File: config.mk
export PLATFORM = sky130hd
export DESIGN_NAME = reg_bank_arbiter
export DESIGN_NICKNAME = d
export VERILOG_FILES = /design/src/rtl/reg_bank_arb_pkg.sv /design/src/rtl/rr_pick.sv /design/src/rtl/reg_bank_arbiter.sv
export SDC_FILE = /design/constraint.sdc
export NUM_CORES = 1
export LEC_CHECK = 0
export BUFFER_PORTS_ARGS = -buffer_cell sky130_fd_sc_hd__buf_4
export CORE_ASPECT_RATIO = 0.5
export CORE_UTILIZATION = 40
export DETAILED_ROUTE_END_ITERATION = 8
export MAX_ROUTING_LAYER = met4
export PLACE_DENSITY = 0.62
export SLEW_MARGIN = 20
export SYNTH_ARGS = -nofsm -noshare
export SYNTH_HDL_FRONTEND = slang
export SYNTH_HIERARCHICAL = 1
export SYNTH_SLANG_ARGS = --single-unit
File: constraint.sdc
create_clock -name CLK -period 6.95 [get_ports CLK]
set_input_delay 0.3475 -clock CLK [delete_from_list [all_inputs] [get_ports CLK]]
set_output_delay 0.3475 -clock CLK [all_outputs]
set_load 0.01 [all_outputs]
File: src/rtl/reg_bank_arb_pkg.sv
// Shared types and sizing helpers for the round-robin register bank arbiter.
// The state encoding is used only when REG_ARB_LOCK_EN is defined.
package reg_bank_arb_pkg;

    typedef enum logic {
        IDLE   = 1'b0,
        LOCKED = 1'b1
    } arb_state_e;

    // Ceiling log2, never below 1 so that every index field has at least one bit.
    function automatic int clog2_f(input int n);
        int r;
        r = 0;
        while ((1 << r) < n) r++;
        return (r < 1) ? 1 : r;
    endfunction

    function automatic int cw_f(input int lock_max);
        return clog2_f(lock_max + 1);
    endfunction

endpackage

File: src/rtl/rr_pick.sv
// Combinational round-robin picker: one-hot grant to the first request at or
// above ptr, wrapping at NREQ-1; idx is the binary index of that grant.
module rr_pick
    import reg_bank_arb_pkg::*;
#(
    parameter int NREQ = 4,
    localparam int PW = clog2_f(NREQ)
) (
    input  logic [NREQ-1:0] req,
    input  logic [PW-1:0]   ptr,
    output logic [NREQ-1:0] gnt,
    output logic [PW-1:0]   idx
);

    always_comb begin
        int j;
        logic found;
        j     = 0;
        found = 1'b0;
        gnt   = '0;
        idx   = '0;
        for (int i = 0; i < NREQ; i++) begin
            j = int'(ptr) + i;
            if (j >= NREQ) j = j - NREQ;
            if (!found && req[j]) begin
                found  = 1'b1;
                gnt[j] = 1'b1;
                idx    = PW'(j);
            end
        end
    end

endmodule

File: src/rtl/reg_bank_arbiter.sv
// Round-robin arbitrated write access from NREQ requesters to a bank of DEPTH
// initialised registers, with a one-entry write stage and a registered read port.
// Define REG_ARB_LOCK_EN to add a bounded lock (LOCKED state) for one owner.
module reg_bank_arbiter
    import reg_bank_arb_pkg::*;
#(
    parameter int               width    = 32,
    parameter int               NREQ     = 4,
    parameter int               DEPTH    = 8,
    parameter logic [width-1:0] init     = {width{1'b0}},
    parameter int               LOCK_MAX = 16,
    localparam int              AW       = clog2_f(DEPTH),
    localparam int              PW       = clog2_f(NREQ)
) (
    input  logic                  CLK,
    input  logic                  RST,
    input  logic [NREQ-1:0]       REQ,
    input  logic [NREQ*AW-1:0]    ADDR,
    input  logic [NREQ*width-1:0] DATA,
    input  logic [NREQ-1:0]       LOCK,
    output logic [NREQ-1:0]       GNT,
    input  logic [AW-1:0]         RD_ADDR,
    output logic [width-1:0]      RD_DATA,
    output logic                  BUSY
);

    logic [NREQ-1:0]  pick_gnt;
    logic [PW-1:0]    pick_idx;
    logic [PW-1:0]    ptr, ptr_nxt;
    logic [PW-1:0]    gnt_idx;
    logic             grant;

    logic             vld_p1;
    logic [AW-1:0]    addr_p1;
    logic [width-1:0] data_p1;
    logic             in_range;

    logic [width-1:0] bank [DEPTH];

    function automatic logic [PW-1:0] ptr_inc(input logic [PW-1:0] k);
        return (int'(k) == NREQ - 1) ? '0 : k + 1'b1;
    endfunction

    rr_pick #(.NREQ(NREQ)) u_pick (
        .req (REQ),
        .ptr (ptr),
        .gnt (pick_gnt),
        .idx (pick_idx)
    );

`ifdef REG_ARB_LOCK_EN
    localparam int CW = cw_f(LOCK_MAX);

    arb_state_e    state, state_nxt;
    logic [PW-1:0] owner, owner_nxt;
    logic [CW-1:0] cnt, cnt_nxt;
`else
    logic unused_lock;
    assign unused_lock = (^LOCK) ^ (LOCK_MAX > 0);
`endif

    always_comb begin
        GNT     = '0;
        gnt_idx = pick_idx;
        ptr_nxt = ptr;
`ifdef REG_ARB_LOCK_EN
        state_nxt = state;
        owner_nxt = owner;
        cnt_nxt   = cnt;
`endif
        if (!RST) begin
`ifdef REG_ARB_LOCK_EN
            if (state == LOCKED) begin
                gnt_idx = owner;
                if (REQ[owner]) begin
                    GNT[owner] = 1'b1;
                    cnt_nxt    = cnt + 1'b1;
                    // The releasing grant (LOCK dropped or LOCK_MAX-th) is still issued.
                    if (!LOCK[owner] || cnt == CW'(LOCK_MAX - 1)) begin
                        state_nxt = IDLE;
                        ptr_nxt   = ptr_inc(owner);
                    end
                end else begin
                    state_nxt = IDLE;
                    ptr_nxt   = ptr_inc(owner);
                end
            end else
`endif
            begin
                GNT = pick_gnt;
                if (|pick_gnt) begin
                    ptr_nxt = ptr_inc(pick_idx);
`ifdef REG_ARB_LOCK_EN
                    if (LOCK[pick_idx] && LOCK_MAX > 1) begin
                        state_nxt = LOCKED;
                        owner_nxt = pick_idx;
                        cnt_nxt   = CW'(1);
                    end
`endif
                end
            end
        end
    end

    assign grant = |GNT;

    always_ff @(posedge CLK) begin
        if (RST) begin
            ptr <= '0;
`ifdef REG_ARB_LOCK_EN
            state <= IDLE;
            owner <= '0;
            cnt   <= '0;
`endif
        end else begin
            ptr <= ptr_nxt;
`ifdef REG_ARB_LOCK_EN
            state <= state_nxt;
            owner <= owner_nxt;
            cnt   <= cnt_nxt;
`endif
        end
    end

    // p1: write stage, captured on the grant edge
    always_ff @(posedge CLK) begin
        if (RST) vld_p1 <= 1'b0;
        else     vld_p1 <= grant;
        if (grant) begin
            addr_p1 <= ADDR[int'(gnt_idx)*AW +: AW];
            data_p1 <= DATA[int'(gnt_idx)*width +: width];
        end
    end

    assign in_range = (int'(addr_p1) < DEPTH);
    assign BUSY     = vld_p1;

    // p2: bank commit and registered read (no forwarding of the same-edge commit)
    always_ff @(posedge CLK) begin
        if (RST) begin
            for (int i = 0; i < DEPTH; i++) bank[i] <= init;
            RD_DATA <= init;
        end else begin
            if (vld_p1) assert (in_range);
            if (vld_p1 && in_range) bank[addr_p1] <= data_p1;
            RD_DATA <= bank[RD_ADDR];
        end
    end

endmodule

==> results of run 1 <==
## stage by stage
step,worst slack (ns),power (mW)
after floorplan,2.99,3.77
after global placement,2.50,4.26
after detailed placement,2.87,4.32
after CTS,2.85,6.14
after global routing,2.66,6.34
final,2.91,6.07
## cell type report
class | instances | area, um^2
tap | 484 | 606
clock buffer | 33 | 783
clock inverter | 23 | 309
inverter | 3 | 11.3
timing repair buffer | 201 | 1510
fill | 3076 | 18400
sequential | 326 | 9440
multi-input combinational | 499 | 5030
## power by group
group,internal (mW),leakage (nW),total [mW],switching [mW]
Clock,1.08,0.515,1.82,0.745
Combinational,0.699,2.91,1.43,0.735
Sequential,2.57,3.28,2.82,0.250
Total,4.34,6.71,6.07,1.73
## layout by cell type (no fill, tap or decap), types with 3 or more instances in the layout
master	instances
bufinv_16	7
clkinvlp_4	7
dfxtp_1	35
ha_1	9
clkbuf_16	31
nor2_2	3
clkinv_2	6
or2_2	8
nand3b_1	3
buf_4	201
mux4_2	103
a221oi_1	4
nor2_1	37
o2bb2ai_1	4
edfxtp_1	291
nand2_1	6
mux2i_1	34
nor2b_1	8
nor3_4	5
inv_1	3
nand3_1	3
and2_1	256
## final timing paths
check                            startpoint     endpoint  cells after the start
worst max-delay path                 ptr[0]  data_p1[27]                      8
worst min-delay path               DATA[21]  data_p1[21]                      2
worst max register to register       ptr[0]  data_p1[27]                      8
worst min register to register  data_p1[25]  bank[0][25]                      1
## worst reg2reg max path, stage by stage, from the launching register on
cell and delay, ns:
dfxtp_1 0.73, inv_1 0.25, ha_1 0.49, mux4_2 0.47, a221oi_1 0.36, o2bb2ai_1 0.15
nor4_2 0.74, nor2_4 0.22, buf_4 0.33
## registers in the layout, summed over array words and instances, names as in the netlist
signal   cells
RD_DATA     32
addr_p1      3
ptr          2
data_p1     32
bank       256
BUSY         1
## cells by family (layout without fill, tap and decap cells)
family / Yosys count / count (layout)
DFF: 326 / 326
buffers and inverters: 61 / 260
muxes: 138 / 138
AOI/OAI and AO/OA: 14 / 14
and+or+nand+nor: 338 / 338
adders and majority gates: 9 / 9
## per-layer routing
layer,share of wire [%],track usage (%),vias up
met1,39,22.4,4090
met4,1.9,4.44,0
met2,53,33.4,199
li1,-,-,3682
met5,0,-,-
met3,5.7,2.39,53
==> results.sh, run 1 <==
export IMPL_routed_wl_mm=33.8
export IMPL_drcViolationCount=0
export IMPL_endpoint_kind="register"
export IMPL_cts_tree="yes"
export IMPL_cap_violations=0
export IMPL_areaGrowthSynthToFinish_pct=20.2
export IMPL_cts_htree_levels=1
export IMPL_synthAdderAreaFrac_pct=0.765
export IMPL_yosysWarnings=6
export IMPL_slew_limit_headroom_pct=23.4
export IMPL_synth_most_common_cell="edfxtp_1"
export IMPL_die_area_mm2=0.0376
export IMPL_cp_num_buf_inv=2
export IMPL_synth_top_area_share_pct=59.4
export IMPL_synth_commonest_cells="edfxtp_1 (291), and2_1 (256), mux4_2 (103), nor2_1 (38), dfxtp_1 (35)"
export IMPL_synth_mux_area_share_pct=18.2
export IMPL_synth_xor_area_share_pct=0
export IMPL_crit_slowest_cell="nor4_2"
export IMPL_leakagePower_nw=6.71
export IMPL_syn_area_per_cell_um2=16.6
export IMPL_synth_seq_cells=326
export IMPL_clk_pin_slew_ns=0.07
export IMPL_wire_per_inst_um=21.5
export IMPL_regToRegSetupSlack_ns=2.91
export IMPL_dp_cells=1513
export IMPL_nNetsFinal=1223
export IMPL_async_reset_ff_share_pct=0
export IMPL_ioPinCount=190
export IMPL_fin_hold_ws_ns=0.170
export IMPL_antennaDiodeCount=0
export IMPL_worstMarginPinSlew_ns=1.15
export IMPL_synth_edff_count=291
export IMPL_cts_sinks=326
export IMPL_drt_vias_per_instance=5.11
export IMPL_finalInstanceArea_mm2=0.0177
export IMPL_core_area_mm2=0.0360
export IMPL_vias=8024
export IMPL_fin_cells=1569
export IMPL_first_pass_iters=5
export IMPL_synth_nets=1048
export IMPL_cp_start_kind="register"
export IMPL_synth_cell_types=37
export IMPL_layout_drive_gt1_share_pct=35.1
export IMPL_hold_viol=0
export IMPL_synth_top_family_by_area="multiplexers"
export IMPL_period_needed_ns=4.04
export IMPL_ys_seq_area_share_pct=64.1
export IMPL_io_buffers=185
export IMPL_placed_area_mm2=0.0166
export IMPL_die_h_um=138
export IMPL_grt_overflow_total=0
export IMPL_dieWidth_um=273
export IMPL_postCtsSetupBuffers=0
export IMPL_place_hpwl_mm=18.8
export IMPL_p_per_area_mw_per_mm2=343
export IMPL_rsz0062_at_grt="false"
export IMPL_synth_top_area_cell="edfxtp_1"
export IMPL_synthFlopType="edfxtp_1"
export IMPL_syn_cell_area_mm2=0.0147
export IMPL_drt_iter0_markers=424
export IMPL_clk_latency_ns=0.57
export IMPL_cpPeakStageDelay_ns=0.74
export IMPL_ir_worst_vdd_uv=209
export IMPL_cp_max_fo=22
export IMPL_slew_violations=0
export IMPL_yosys_area_share_simple_pct=13.9
export IMPL_synth_compound_area_share_pct=0.808
export IMPL_worst_ep_required_time_ns=7.23
export IMPL_setup_tns_ns=0
export IMPL_initial_core_util_pct=40.8
export IMPL_fin_worst_skew_ns=0.00738
export IMPL_grt_max_degree=65
export IMPL_arrival_ns=4.32
export IMPL_antenna_found_initial=0
export IMPL_synthCells=886
export IMPL_ctsLongestPathBuffers=3
export IMPL_min_path_type="in2reg"
export IMPL_fin_util_pct=49.1
export IMPL_yosys_top_cells_area="edfxtp_1 (59%), mux4_2 (16%), and2_1 (11%), dfxtp_1 (4.8%), mux2i_1 (2.3%)"
export IMPL_cts_hold_buf=0
export IMPL_rows=49
export IMPL_setup_violations_final=0
export IMPL_grt_first_pass_wirelength_mm=49.8
export IMPL_fmax_mhz=247
export IMPL_min_period_over_period_pct=58.1
export IMPL_crit_chain="inv_1, ha_1, mux4_2, a221oi_1, o2bb2ai_1, nor4_2, nor2_4, buf_4"
export IMPL_ant_nets=0
export IMPL_clockRootBuffer="clkbuf_16"
export IMPL_grt_total_usage_pct=18.6
export IMPL_grt_pass1_vias=8393
export IMPL_gp_congestion=0.787
export IMPL_cts_inserted_buffers=30
export IMPL_status="finished, final reports clean"
export IMPL_crit_type="reg2reg"
export IMPL_post_cts_resized=0
export IMPL_cp_top_family="simple AND/OR/NAND/NOR gates"
No activity file was read; power rests on OpenSTA's default activity.
==> inputs of run 2 (changes only) <==
Settings changed: PLACE_DENSITY 0.62 to 0.64.
Clock period 6.95 ns to 3.4 ns, I/O delays scaled along.
==> results.sh, run 2 (synthesis gave the netlist of run 1 again) <==
export IMPL_status="finished, final reports clean"
export IMPL_top_register="bank"
export IMPL_ctsLongestPathBuffers=3
export IMPL_core_area_mm2=0.0360
export IMPL_crit_type="reg2out"
export IMPL_min_period_over_period_pct=93.7
export IMPL_cts_sinks=326
export IMPL_cts_htree_levels=1
export IMPL_fin_util_pct=53.0
export IMPL_grt_total_usage_pct=20.9
export IMPL_dp_cells=1531
export IMPL_ir_worst_vdd_uv=485
export IMPL_layout_commonest_cell="edfxtp_1"
export IMPL_cpPeakStageDelay_ns=0.46
export IMPL_power_frac_comb_pct=26.9
export IMPL_endpoint_kind="output pin"
export IMPL_leakagePower_nw=7.33
export IMPL_p_int_mw=8.79
export IMPL_nNetsFinal=1376
export IMPL_drt_iter0_markers=680
export IMPL_grt_overflow_total=0
export IMPL_ioPinCount=190
export IMPL_setup_violations_final=0
export IMPL_hold_viol=0
export IMPL_worst_ep_required_time_ns=3.23
export IMPL_pwr_share_clk_pct=26.9
export IMPL_period_needed_ns=3.18
export IMPL_clockRootBuffer="clkbuf_16"
export IMPL_reg_top3="bank: 256 flops, RD_DATA: 32 flops, data_p1: 32 flops"
export IMPL_wire_per_inst_um=22.0
export IMPL_rsz0062_at_grt="false"
export IMPL_die_area_mm2=0.0376
export IMPL_areaGrowthSynthToFinish_pct=29.7
export IMPL_min_path_type="in2reg"
export IMPL_initial_core_util_pct=40.8
export IMPL_slew_limit_headroom_pct=25.7
export IMPL_fmax_mhz=314
export IMPL_fillCellCount=2948
export IMPL_cp_max_fo=5
export IMPL_routed_wl_mm=37.9
export IMPL_die_h_um=138
export IMPL_vias=8986
export IMPL_arrival_ns=3.01
export IMPL_fin_worst_skew_ns=0.0221
export IMPL_clk_pin_slew_ns=0.06
export IMPL_clk_latency_ns=0.57
export IMPL_grt_pass1_vias=9507
export IMPL_grt_max_degree=54
export IMPL_gp_congestion=0.764
export IMPL_layout_drive_gt1_share_pct=31.8
export IMPL_seqPwrFrac_pct=46.2
export IMPL_cp_start_kind="register"
export IMPL_grt_first_pass_wirelength_mm=56.2
export IMPL_dieWidth_um=273
export IMPL_rows=49
export IMPL_cap_violations=0
export IMPL_finalWorstSetupSlack_ns=0.216
export IMPL_layout_common_cells="edfxtp_1 (291), and2_1 (256), buf_4 (217)"
export IMPL_first_pass_iters=5
export IMPL_crit_chain="inv_1, ha_1, mux4_2, buf_4, a221oi_1, o2bb2ai_1, nor2b_1, buf_4"
export IMPL_design_power_total_mw=12.4
export IMPL_ant_nets=0
export IMPL_slew_violations=0
export IMPL_place_ws_ns=-0.160
export IMPL_antenna_found_initial=2
export IMPL_setup_tns_ns=0
export IMPL_crit_top_cell="buf_4"
export IMPL_worstMarginPinSlew_ns=1.11
export IMPL_cts_tree="yes"
export IMPL_p_per_area_mw_per_mm2=652
export IMPL_drcViolationCount=0
export IMPL_cts_inserted_buffers=31
export IMPL_drt_vias_per_instance=5.21
export IMPL_fin_cells=1724
export IMPL_largest_reg_flops=256
export IMPL_place_hpwl_mm=20.4
export IMPL_p_sw_mw=3.65
export IMPL_crit_slowest_cell="dfxtp_1"
export IMPL_io_buffers=185
export IMPL_sw_frac_of_total_pct=29.3
-- run 2: cell types whose count changed in the layout (fill, tap and decap cells not counted), sizes merged --
cell	before	now
diode	0	1
inv	3	5
clkbuf	33	48
nor2	41	42
bufinv	7	1
clkinvlp	7	2
buf	201	221
dlygate4sd3	0	131
clkinv	9	5
-- run 2: critical path, delay by kind of cell, from the launching register on --
kind                       cells  cell delay, ns
AOI/OAI and AO/OA              2            0.50
adders and majority gates      1            0.40
buffers and inverters          3            0.53
DFF                            1            0.46
muxes                          1            0.41
and+or+nand+nor                1            0.15
-- run 2: what timing repair did --
action / in CTS / in global routing
pin swaps: 1 / 1
hold buffers: 131 / 0
hold endpoints to repair: 34 / 0
setup endpoints to repair: 12 / 24
resized for setup: 0 / 1
buffers inserted: 0 / 2
gates cloned: 1 / 0
-- run 2: power by group through the flow --
stage / clock, mW / sequential, mW / combinational, mW
final: 3.35 / 5.75 / 3.34
after global routing: 3.53 / 5.86 / 3.58
after CTS: 3.40 / 5.76 / 3.32
after detailed placement: 0 / 5.85 / 3.18
after global placement: 0 / 5.80 / 3.07
after floorplan: 0 / 5.63 / 2.07
-- run 2: final timing paths --
| path | startpoint | end | slack (ns) | depth (start not counted) |
|---|---|---|---|---|
| worst max-delay path | ptr[0] | GNT[0] | 0.22 | 8 |
| worst min register to register | ptr[0] | ptr[0] | 0.56 | 2 |
| worst max register to register | ptr[0] | data_p1[27] | 0.24 | 10 |
| worst min-delay path | ADDR[11] | addr_p1[2] | 0.02 | 2 |
-- run 2: area by class of cell --
cell class	instances	area, um^2	share of cell area (%)
Sequential cell	326	9440	49.4
Multi-Input combinational cell	500	5040	26.4
Timing Repair Buffer	352	3020	15.8
Clock buffer	48	880	4.61
Tap cell	484	606	3.17
Clock inverter	10	87.6	0.459
Inverter	3	11.3	0.0590
Antenna cell	1	2.50	0.0131
-- run 2: metal layers --
metal	up-vias	share of wire, %	track usage (%)
li1	3988	-	-
met1	4692	41	25.8
met2	248	52	36.6
met3	58	4.7	2.47
met4	0	2.1	5.71
met5	-	0	-
-- run 2: stage by stage --
stage | hold WS, ns | instance area, um^2
finish | 0.0229 | 19100
global route | 0.00468 | 19100
CTS | 0.00148 | 19100
detailed placement | 0.547 | 16800
global placement | 0.534 | 16800
floorplan | 0.474 | 14700
==> inputs of run 3 (changes only) <==
Settings changed: PLACE_DENSITY 0.64 to 0.62, REMOVE_ABC_BUFFERS set to 1.
Clock period 3.4 ns to 3.03 ns, I/O delays scaled along.
==> results.sh, run 3 (synthesis gave the netlist of run 1 again) <==
export IMPL_io_buffers=185
export IMPL_layout_commonest_cell="edfxtp_1"
export IMPL_crit_top_cell="buf_4"
export IMPL_fin_hold_ws_ns=0.243
export IMPL_grt_pass1_vias=9508
export IMPL_grt_busiest_layer="met2"
export IMPL_ioPinCount=190
export IMPL_first_pass_iters=5
export IMPL_gp_congestion=0.794
export IMPL_antenna_found_initial=1
export IMPL_layout_common_cells="edfxtp_1 (291), and2_1 (256), buf_4 (209)"
export IMPL_min_path_type="in2reg"
export IMPL_setup_tns_ns=0
export IMPL_period_needed_ns=2.90
export IMPL_grt_use_met1_pct=26.1
export IMPL_use_met3_pct=2.68
export IMPL_worst_ep_required_time_ns=2.88
export IMPL_dieWidth_um=273
export IMPL_grt_max_degree=33
export IMPL_worstMarginPinSlew_ns=0.760
export IMPL_use_met2_pct=35.9
export IMPL_ant_nets=0
export IMPL_finalWorstSetupSlack_ns=0.125
export IMPL_cp_max_fo=13
export IMPL_cts_sinks=326
export IMPL_rows=49
export IMPL_arrival_ns=2.75
export IMPL_place_hpwl_mm=19.7
export IMPL_vias=8941
export IMPL_layout_drive_gt1_share_pct=32.0
export IMPL_crit_type="reg2out"
export IMPL_cpPeakStageDelay_ns=0.56
export IMPL_nNetsFinal=1380
export IMPL_cts_htree_levels=1
export IMPL_cp_start_kind="register"
export IMPL_grt_overflow_total=0
export IMPL_die_area_mm2=0.0376
export IMPL_grt_first_pass_wirelength_mm=55.9
export IMPL_cap_violations=0
export IMPL_fin_worst_skew_ns=0.0121
export IMPL_setup_violations_final=0
export IMPL_hold_viol=0
export IMPL_reg_top3="bank: 256 flops, RD_DATA: 32 flops, data_p1: 32 flops"
export IMPL_drcViolationCount=0
export IMPL_largest_reg_flops=256
export IMPL_clk_latency_ns=0.56
export IMPL_areaGrowthSynthToFinish_pct=30.8
export IMPL_initial_core_util_pct=40.8
export IMPL_cp_num_buf_inv=2
export IMPL_grt_total_usage_pct=20.6
export IMPL_core_area_mm2=0.0360
export IMPL_place_ws_ns=0.106
export IMPL_p_per_area_mw_per_mm2=725
export IMPL_fmax_mhz=344
export IMPL_status="finished, final reports clean"
export IMPL_cp_top_family="simple AND/OR/NAND/NOR gates"
export IMPL_leakagePower_nw=7.39
export IMPL_drt_vias_per_instance=5.18
export IMPL_drt_iter0_markers=628
export IMPL_ctsLongestPathBuffers=3
export IMPL_crit_chain="buf_4, mux4_2, nand2b_4, nor3_4, o2bb2ai_1, nor2b_2, buf_4"
export IMPL_die_h_um=138
export IMPL_endpoint_kind="output pin"
export IMPL_cts_tree="yes"
export IMPL_cts_inserted_buffers=29
export IMPL_ir_worst_vdd_uv=425
export IMPL_slew_limit_headroom_pct=49.3
export IMPL_top_register="bank"
export IMPL_crit_slowest_cell="mux4_2"
export IMPL_wire_per_inst_um=21.5
export IMPL_rsz0062_at_grt="false"
export IMPL_slew_violations=0
export IMPL_clockRootBuffer="clkbuf_16"
export IMPL_clk_pin_slew_ns=0.07
export IMPL_routed_wl_mm=37.1
export IMPL_min_period_over_period_pct=95.9
run 3: cell type report:
class / instances / area (um^2)
Antenna cell: 2 / 5.00
Clock buffer: 40 / 827
Clock inverter: 12 / 146
Fill cell: 2931 / 16800
Inverter: 3 / 11.3
Multi-Input combinational cell: 499 / 5050
Sequential cell: 326 / 9440
Tap cell: 484 / 606
Timing Repair Buffer: 359 / 3160
run 3: routing by layer:
layer / wire (um) / part of all wire (%)
met3: 1840 / 5.0
met5: 0 / 0
met2: 19700 / 53
met4: 650 / 1.8
met1: 14900 / 40
run 3: worst paths after layout:
check | from | endpoint | slack, ns | depth (start not counted)
max | ptr[0] | GNT[2] | 0.13 | 7
min reg2reg | data_p1[19] | bank[3][19] | 0.67 | 1
max reg2reg | ptr[0] | data_p1[7] | 0.18 | 9
min | RD_ADDR[0] | RD_DATA[12] | 0.24 | 3
run 3: power breakdown:
part / switching (mW) / total, mW / leakage, nW / internal [mW]
combinational: 1.80 / 3.73 / 3.63 / 1.93
sequential: 0.537 / 6.42 / 3.28 / 5.88
clock: 1.65 / 3.81 / 0.479 / 2.16
total: 3.99 / 14.0 / 7.39 / 9.97
run 3: tightest hold or removal path, delay by kind of cell:
family	cells	cell delay (ns)
AND/OR/NAND/NOR	1	0.07
buffers and inverters	1	0.32
multiplexers	1	0.20
run 3: per-stage QoR:
stage	instance area [um^2]	util, %	instances	power (mW)
5_1_grt	19200	53.4	1724	14.6
2_1_floorplan	14400	-	828	8.60
6_report	19200	53.4	1725	14.0
4_1_cts	19200	53.2	1721	14.0
3_5_place_dp	16800	46.6	1528	10.1
3_3_place_gp	16800	46.6	1528	9.91
run 3: repair_timing:
item	4_1_cts	5_1_grt
setup endpoints to repair	0	54
resized for setup	0	6
setup buffers	0	2
endpoints found under the hold margin	37	0
hold buffers	141	0
